$ cat src/rtl/tlb_op_ctrl.sv
`default_nettype none
// ============================================================================
// Module   : tlb_op_ctrl
// Brief    : Sequences TLBP/TLBR/TLBWI retiring at writeback and arbitrates the
//            shared TLB search port s1 between TLBP and the data-side lookup.
// Revision : 1.0 - initial release
// ============================================================================
module tlb_op_ctrl #(
    parameter int TLBNUM = 16,
    parameter int IDX_W  = 4
) (
    input  logic             clk,
    input  logic             resetn,
    input  logic             op_valid,
    output logic             op_ready,
    input  logic [1:0]       op_type,
    input  logic [31:0]      op_pc,
    input  logic             abort,
    input  logic [31:0]      cp0_index,
    input  logic [31:0]      cp0_entryhi,
    input  logic [31:0]      cp0_entrylo0,
    input  logic [31:0]      cp0_entrylo1,
    input  logic             ds_req,
    input  logic [18:0]      ds_vpn2,
    input  logic [7:0]       ds_asid,
    output logic             ds_grant,
    output logic [18:0]      s1_vpn2,
    output logic [7:0]       s1_asid,
    input  logic             s1_found,
    input  logic [IDX_W-1:0] s1_index,
    output logic [IDX_W-1:0] r_index,
    input  logic [77:0]      r_entry,
    output logic             we,
    output logic [IDX_W-1:0] w_index,
    output logic [77:0]      w_entry,
    output logic             tlbr_we,
    output logic [77:0]      tlbr_data,
    output logic             tlbp_we,
    output logic             tlbp_miss,
    output logic [IDX_W-1:0] tlbp_index,
    output logic             flush_req,
    output logic [31:0]      flush_pc,
    output logic             busy
);

    localparam logic [2:0] c_IDLE  = 3'd0;
    localparam logic [2:0] c_SRCH  = 3'd1;
    localparam logic [2:0] c_RD    = 3'd2;
    localparam logic [2:0] c_WR    = 3'd3;
    localparam logic [2:0] c_FLUSH = 3'd4;

    generate
        if (TLBNUM != (1 << IDX_W)) begin : g_cfg_err
            $error("tlb_op_ctrl: TLBNUM must equal 2**IDX_W");
        end
    endgenerate

    logic [2:0]       r_state;
    logic [2:0]       w_state_nxt;
    logic             w_accept;
    logic             w_srch;
    logic [77:0]      w_pack;
    logic [31:0]      r_op_pc;
    logic [IDX_W-1:0] r_op_idx;
    logic [77:0]      r_wr_entry;
    logic             r_tlbp_we;
    logic             r_tlbp_miss;
    logic [IDX_W-1:0] r_tlbp_index;
    logic             r_tlbr_we;
    logic [77:0]      r_tlbr_data;
    logic             r_flush_req;
    logic [31:0]      r_flush_pc;
    logic             w_unused;

    assign w_unused = ^{cp0_index[31:IDX_W], cp0_entryhi[12:8],
                        cp0_entrylo0[31:26], cp0_entrylo1[31:26]};

    // The snapshot holds the full entry; its vpn2/asid fields double as the TLBP key.
    assign w_pack = {cp0_entryhi[31:13], cp0_entryhi[7:0],
                     cp0_entrylo0[0] & cp0_entrylo1[0],
                     cp0_entrylo0[25:6], cp0_entrylo0[5:3], cp0_entrylo0[2], cp0_entrylo0[1],
                     cp0_entrylo1[25:6], cp0_entrylo1[5:3], cp0_entrylo1[2], cp0_entrylo1[1]};

    assign w_accept = (r_state == c_IDLE) & op_valid & ~abort;
    assign w_srch   = (r_state == c_SRCH);

    always_comb begin
        w_state_nxt = r_state;
        case (r_state)
            c_IDLE: begin
                if (w_accept) begin
                    case (op_type)
                        2'b01:   w_state_nxt = c_SRCH;
                        2'b10:   w_state_nxt = c_RD;
                        2'b11:   w_state_nxt = c_WR;
                        default: w_state_nxt = c_IDLE;
                    endcase
                end
            end
            c_SRCH:  w_state_nxt = c_IDLE;
            c_RD:    w_state_nxt = abort ? c_IDLE : c_FLUSH;
            c_WR:    w_state_nxt = c_FLUSH;
            c_FLUSH: w_state_nxt = c_IDLE;
            default: w_state_nxt = c_IDLE;
        endcase
    end

    always_ff @(posedge clk) begin
        if (!resetn) begin
            r_state      <= c_IDLE;
            r_op_pc      <= '0;
            r_op_idx     <= '0;
            r_wr_entry   <= '0;
            r_tlbp_we    <= 1'b0;
            r_tlbp_miss  <= 1'b0;
            r_tlbp_index <= '0;
            r_tlbr_we    <= 1'b0;
            r_tlbr_data  <= '0;
            r_flush_req  <= 1'b0;
            r_flush_pc   <= '0;
        end else begin
            r_state     <= w_state_nxt;
            r_tlbp_we   <= 1'b0;
            r_tlbr_we   <= 1'b0;
            r_flush_req <= 1'b0;
            if (w_accept) begin
                r_op_pc    <= op_pc;
                r_op_idx   <= cp0_index[IDX_W-1:0];
                r_wr_entry <= w_pack;
            end
            case (r_state)
                c_SRCH: begin
                    if (!abort) begin
                        r_tlbp_we    <= 1'b1;
                        r_tlbp_miss  <= ~s1_found;
                        r_tlbp_index <= s1_index;
                    end
                end
                c_RD: begin
                    if (!abort) begin
                        r_tlbr_we   <= 1'b1;
                        r_tlbr_data <= r_entry;
                        r_flush_req <= 1'b1;
                        r_flush_pc  <= r_op_pc + 32'd4;
                    end
                end
                // The write has already been issued, so abort cannot cancel the refetch.
                c_WR: begin
                    r_flush_req <= 1'b1;
                    r_flush_pc  <= r_op_pc + 32'd4;
                end
                default: ;
            endcase
        end
    end

    assign op_ready   = (r_state == c_IDLE);
    assign busy       = (r_state != c_IDLE);
    assign ds_grant   = ds_req & ~w_srch;
    assign s1_vpn2    = w_srch ? r_wr_entry[77:59] : ds_vpn2;
    assign s1_asid    = w_srch ? r_wr_entry[58:51] : ds_asid;
    assign r_index    = r_op_idx;
    assign we         = (r_state == c_WR);
    assign w_index    = r_op_idx;
    assign w_entry    = r_wr_entry;
    assign tlbr_we    = r_tlbr_we;
    assign tlbr_data  = r_tlbr_data;
    assign tlbp_we    = r_tlbp_we;
    assign tlbp_miss  = r_tlbp_miss;
    assign tlbp_index = r_tlbp_index;
    assign flush_req  = r_flush_req;
    assign flush_pc   = r_flush_pc;

endmodule
`default_nettype wire
$ cat config.mk
export PLATFORM = sky130hd
export DESIGN_NAME = tlb_op_ctrl
export DESIGN_NICKNAME = d
export VERILOG_FILES = /design/src/rtl/tlb_op_ctrl.sv
export SDC_FILE = /design/constraint.sdc
export NUM_CORES = 1
export LEC_CHECK = 0
export CORE_AREA = 10 10 192 194
export CTS_CLUSTER_DIAMETER = 40
export CTS_CLUSTER_SIZE = 12
export DETAILED_ROUTE_END_ITERATION = 12
export DIE_AREA = 0 0 202 204
export SLEW_MARGIN = 10
export SYNTH_ARGS = -nofsm -noshare
export SYNTH_HDL_FRONTEND = slang
export SYNTH_SLANG_ARGS = --single-unit
export TNS_END_PERCENT = 1
$ cat constraint.sdc
create_clock -name clk -period 5.5 [get_ports clk]
set_input_delay 1.1 -clock clk [delete_from_list [all_inputs] [get_ports clk]]
set_output_delay 1.1 -clock clk [all_outputs]
set_load 0.02 [all_outputs]
== Word-level counts from Yosys, hierarchy flattened ==
Index checks and enable logic that the tools add are counted.

* Bits in registers: 235
* Output and inout bits: 235
* Memories kept: 0
* Bits in latches: 0
* RAM bits: 0
* Word-level logic and storage cells: 45
* Input bits: 277
* Bits in read-only memories: 0

* Bitwise gates (word level): 7
* Div/mod/pow operators: 0
* Reductions and logical operators: 8
* Order comparisons: 0
* $mul: 0
* Multiplexer cells: 10
* Add/sub/neg operators: 1
* Eq/ne operators: 8
* Shift operators: 0

{| class="wikitable"
|+ Operators by type and width
! cell !! number
|-
| $pmux W32 S2 || 1
|-
| $add A32 B3 Y32 const B || 1
|-
| $mux W32 || 1
|-
| $mux W19 || 1
|-
| $reduce_and A2 Y1 || 5
|-
| $pmux W3 S3 || 1
|-
| $mux W8 || 1
|-
| $eq A3 B2 Y1 const B || 2
|-
| $mux W3 || 2
|-
| $pmux W2 S3 || 1
|-
| $and A1 B1 Y1 || 4
|-
| $eq A2 B2 Y1 const B || 2
|-
| $eq A3 B1 Y1 const B || 1
|-
| $logic_not A3 Y1 || 1
|-
| $not A1 Y1 || 3
|-
| $reduce_bool A3 Y1 || 1
|-
| $eq A2 B1 Y1 const B || 1
|-
| $ne A2 B1 Y1 const B || 1
|-
| $ne A2 B2 Y1 const B || 1
|-
| $pmux W1 S2 || 1
|-
| $reduce_bool A2 Y1 || 1
|-
| $mux W1 || 1
|}

== Logic depth before layout (Yosys ltp) ==
* Depth after elaboration: 5
* Depth in mapped cells: 7
* Gate-level depth less buffers: 5

== Worst setup path after synthesis ==
No wires, ideal clock.

* Path kind: flip-flop to output port
* From: register r_state[0]
* To: output port s1_vpn2[10]
* Arrival: 1.716 ns
* Path buffers: 2
* Required time: 4.400 ns
* Cell stages (with the launch flop): 5
* Slack: 2.684 ns
* Cells stage by stage: dfxtp_1 -> nor3b_1 -> clkbuf_1 -> buf_1 -> mux2_2

* Longest elaborated chain between the ends: 2

{| class="wikitable"
|+ Ends and longest elaborated chain
! what !! line !! text
|-
| start: declaration || 58 || <nowiki>logic [2:0] r_state;</nowiki>
|-
| start signal: assignment || 110 || <nowiki>r_state <= c_IDLE;</nowiki>
|-
| start signal: assignment || 122 || <nowiki>r_state <= w_state_nxt;</nowiki>
|-
| $eq A3 B1 Y1 || 85 || <nowiki>assign w_srch = (r_state == c_SRCH);</nowiki>
|-
| $mux W19 || 160 || <nowiki>assign s1_vpn2 = w_srch ? r_wr_entry[77:59] : ds_vpn2;</nowiki>
|-
| end: declaration || 27 || <nowiki>output logic [18:0] s1_vpn2,</nowiki>
|}

No other way between the ends.

== Final worst setup path ==
* From: register r_state[0]
* To: output port s1_vpn2[0]

The elaborated chain is that of the path after synthesis.

==> results_dict.tcl <==
set metrics [dict create \
    post-route-period-util_pct 70.17 \
    synth_flop_cell "dfxtp_1" \
    ir_drop_mv 0.1890 \
    tns_ps 0 \
    io_pins 512 \
    fin_nets 1829 \
    synthToLayoutAreaGrowth_pct 72.31 \
    grt_util_all_layers_pct 17.53 \
    die_h_um 204 \
    path_max_fanout 28 \
    cp.required_ps 4400 \
    use_met3_pct 8.607 \
    cts_inserted_buffers 41 \
    grt_max_degree 140 \
    port_buffers 466 \
    antenna_found_initial 8 \
    postPlaceCellArea_sq_um 13940 \
    fin_area_sq_um 15380 \
    die-width_um 202 \
    placed_cells 1956 \
    globalRouteOverflowTotal 0 \
    cts_hold_buf 0 \
    synth_area_per_cell_sq_um 7.992 \
    ys_ff_latch 235 \
    clockBufferDepth 3 \
    start_kind "flip-flop" \
    busiest_layer "met2" \
    first_pass_iters 4 \
    htree_levels 2 \
    hold_viol 0 \
    gr-usage-met1_pct 19.32 \
    row_count 67 \
    wirelength_mm 38.16 \
    drtAntennaViolNets 0 \
    clkTransAtPathRegs_ps 50 \
    fillers 3225 \
    grt_pass1_vias 9189 \
    setup_violations 0 \
    drc_errors 0 \
    r2r_setup_slack_ps 2870 \
    ys_async_sr_fraction_pct 0 \
    clkLatencyLatePin_ps 520 \
    drive_above_1_share_pct 7.581 \
    drtIter0Drc 335 \
    tightest_slew_ps 1111 \
    finClkSkew_ps 11.04 \
    synth_edf_count 0 \
    globalplace.congestion 0.8140 \
    core_area_sq_um 33110 \
    syn_inst 1117 \
    cts_tree "done" \
    hpwl_mm 28.32 \
    p_leak_uw 0.005299 \
    p_per_area_nw_per_um2 322.1 \
    yosysSeqAreaShare_pct 52.70 \
    cts_setup_buffers 0 \
    grt_first_pass_wirelength_mm 56.73 \
    outcome "finished clean" \
    yosysUniqueCellTypes 37 \
    end_kind "primary output" \
    cts_root_buf "clkbuf_16" \
    instances_no_fill 2034 \
    synth_fp_nets 1395 \
    arrival_ps 2760 \
    vias_per_cell 4.611 \
    cap_violations 0 \
    period_needed_ps 3859 \
    numClockSinks 235 \
    crit_type "flip-flop to primary output" \
    dieArea_sq_um 41210 \
    fmax_mhz 259.1 \
    routedWlPerCell_um 18.76 \
    hp-class "flip-flop to flip-flop" \
    p_total_uw 4955 \
    multi_input_area_sq_um 3872 \
    start_util_pct 26.96 \
    fin_util_pct 46.45 \
    syn_area_sq_um 8927 \
    ys_warn_count 0 \
    dr_total_vias 9379 \
    globalRouteMet2Util_pct 28.98 \
    cts_resized 0 \
    grt_setup_unrepaired "false" \
    register_area_sq_um 4705 \
    slew_viol_final 0 \
    slew_headroom_pct 25.63 \
]
## final timing paths
| path | start | endpoint | cells past startpoint |
|---|---|---|---|
| hold / removal | tlbr_data[56]$_SDFFE_PN0P_ | tlbr_data[56]$_SDFFE_PN0P_ | 2 |
| hold reg to reg | tlbr_data[56]$_SDFFE_PN0P_ | tlbr_data[56]$_SDFFE_PN0P_ | 2 |
| setup reg to reg | r_state[0]$_SDFFE_PN0P_ | r_op_pc[18]$_SDFFE_PN0P_ | 5 |
| setup / recovery | r_state[0]$_SDFFE_PN0P_ | s1_vpn2[0] | 4 |
## state kept, by name (all words and copies together) (netlist names)
name and count:
w_entry 78, r_index 4, tlbr_we 1, r_state 3, tlbp_index 4, flush_req 1, r_op_pc 32, tlbp_we 1
flush_pc 32, tlbr_data 78, tlbp_miss 1
## routing by layer
layer,up-vias,part of all wire (%)
li1,4607,-
met1,4306,39
met2,406,47
met3,56,12
met4,4,2.6
met5,-,0.068
## cell usage after synthesis (2+ instances only)
cell,count,area [sq um]
a211oi_1,7,52.55
a21oi_1,202,1011
a31oi_1,14,87.58
and2_1,5,31.28
and3_1,2,12.51
and4_1,5,43.79
buf_1,4,15.01
buf_2,5,25.02
buf_4,4,30.03
clkbuf_1,72,270.3
dfxtp_1,235,4705
inv_1,6,22.52
mux2_2,27,304.0
mux2i_1,4,40.04
nand2_1,398,1494
nand2b_1,3,18.77
nand3_1,13,65.06
nand4_1,7,43.79
nor2_1,18,67.56
nor2b_1,4,25.02
nor3_1,5,25.02
nor3b_1,3,22.52
nor4_1,2,12.51
o21ai_0,26,130.1
o31ai_1,9,67.56
or3_1,8,50.05
or4_1,10,75.07
xnor2_1,5,43.79
xor2_1,6,52.55
## logic make-up (layout without fill, tap and decap cells)
family	after synthesis	count (layout)	synth area share, %
flip-flops	235	235	52.70
other	0	3	0
XOR/XNOR	11	11	1.079
AND/OR/NAND/NOR	486	486	22.61
AO/OA/AOI/OAI	261	261	15.43
buffers and inverters	92	558	4.191
adder cells (fa/ha/maj)	1	1	0.1401
multiplexers	31	31	3.854
## power breakdown
| part | internal (uW) | switching, uW |
|---|---|---|
| Sequential | 1760 | 38.4 |
| Clock | 1690 | 940 |
| Combinational | 289 | 244 |
| Total | 3730 | 1220 |
## layout make-up
class / count / area share [%]
diodes: 3 / 0.04880
flip-flops and latches: 235 / 30.58
clock inverters: 29 / 2.294
inverters: 6 / 0.1789
well taps: 448 / 3.644
clock buffers: 46 / 7.052
multi-input cells: 790 / 25.17
repair buffers: 477 / 31.02
## cells in the final DEF, fill, tap and decap left out, drive strengths merged, types with 9 or more instances in the layout
master,count
clkdlybuf4s50,466
nand2,398
dfxtp,235
a21oi,202
clkbuf,46
mux2,27
o21ai,26
nor2,18
inv,15
a31oi,14
nand3,13
clkinv,13
or4,11
buf,11
o31ai,9
## through the flow
step | worst slack [ps] | hold WS [ps]
global placement | 1946 | 440.9
finish | 1641 | 449.6
CTS | 1485 | 452.1
global route | 1445 | 463.5
detailed placement | 1938 | 445.3
floorplan | 2684 | 432.1
## critical path: stages, from the launching register on
cell and delay [ps]:
dfxtp_1 420, nor3b_2 390, buf_4 430, mux2_2 430, clkdlybuf4s50_1 550
No activity file was read; power rests on OpenSTA's default activity.
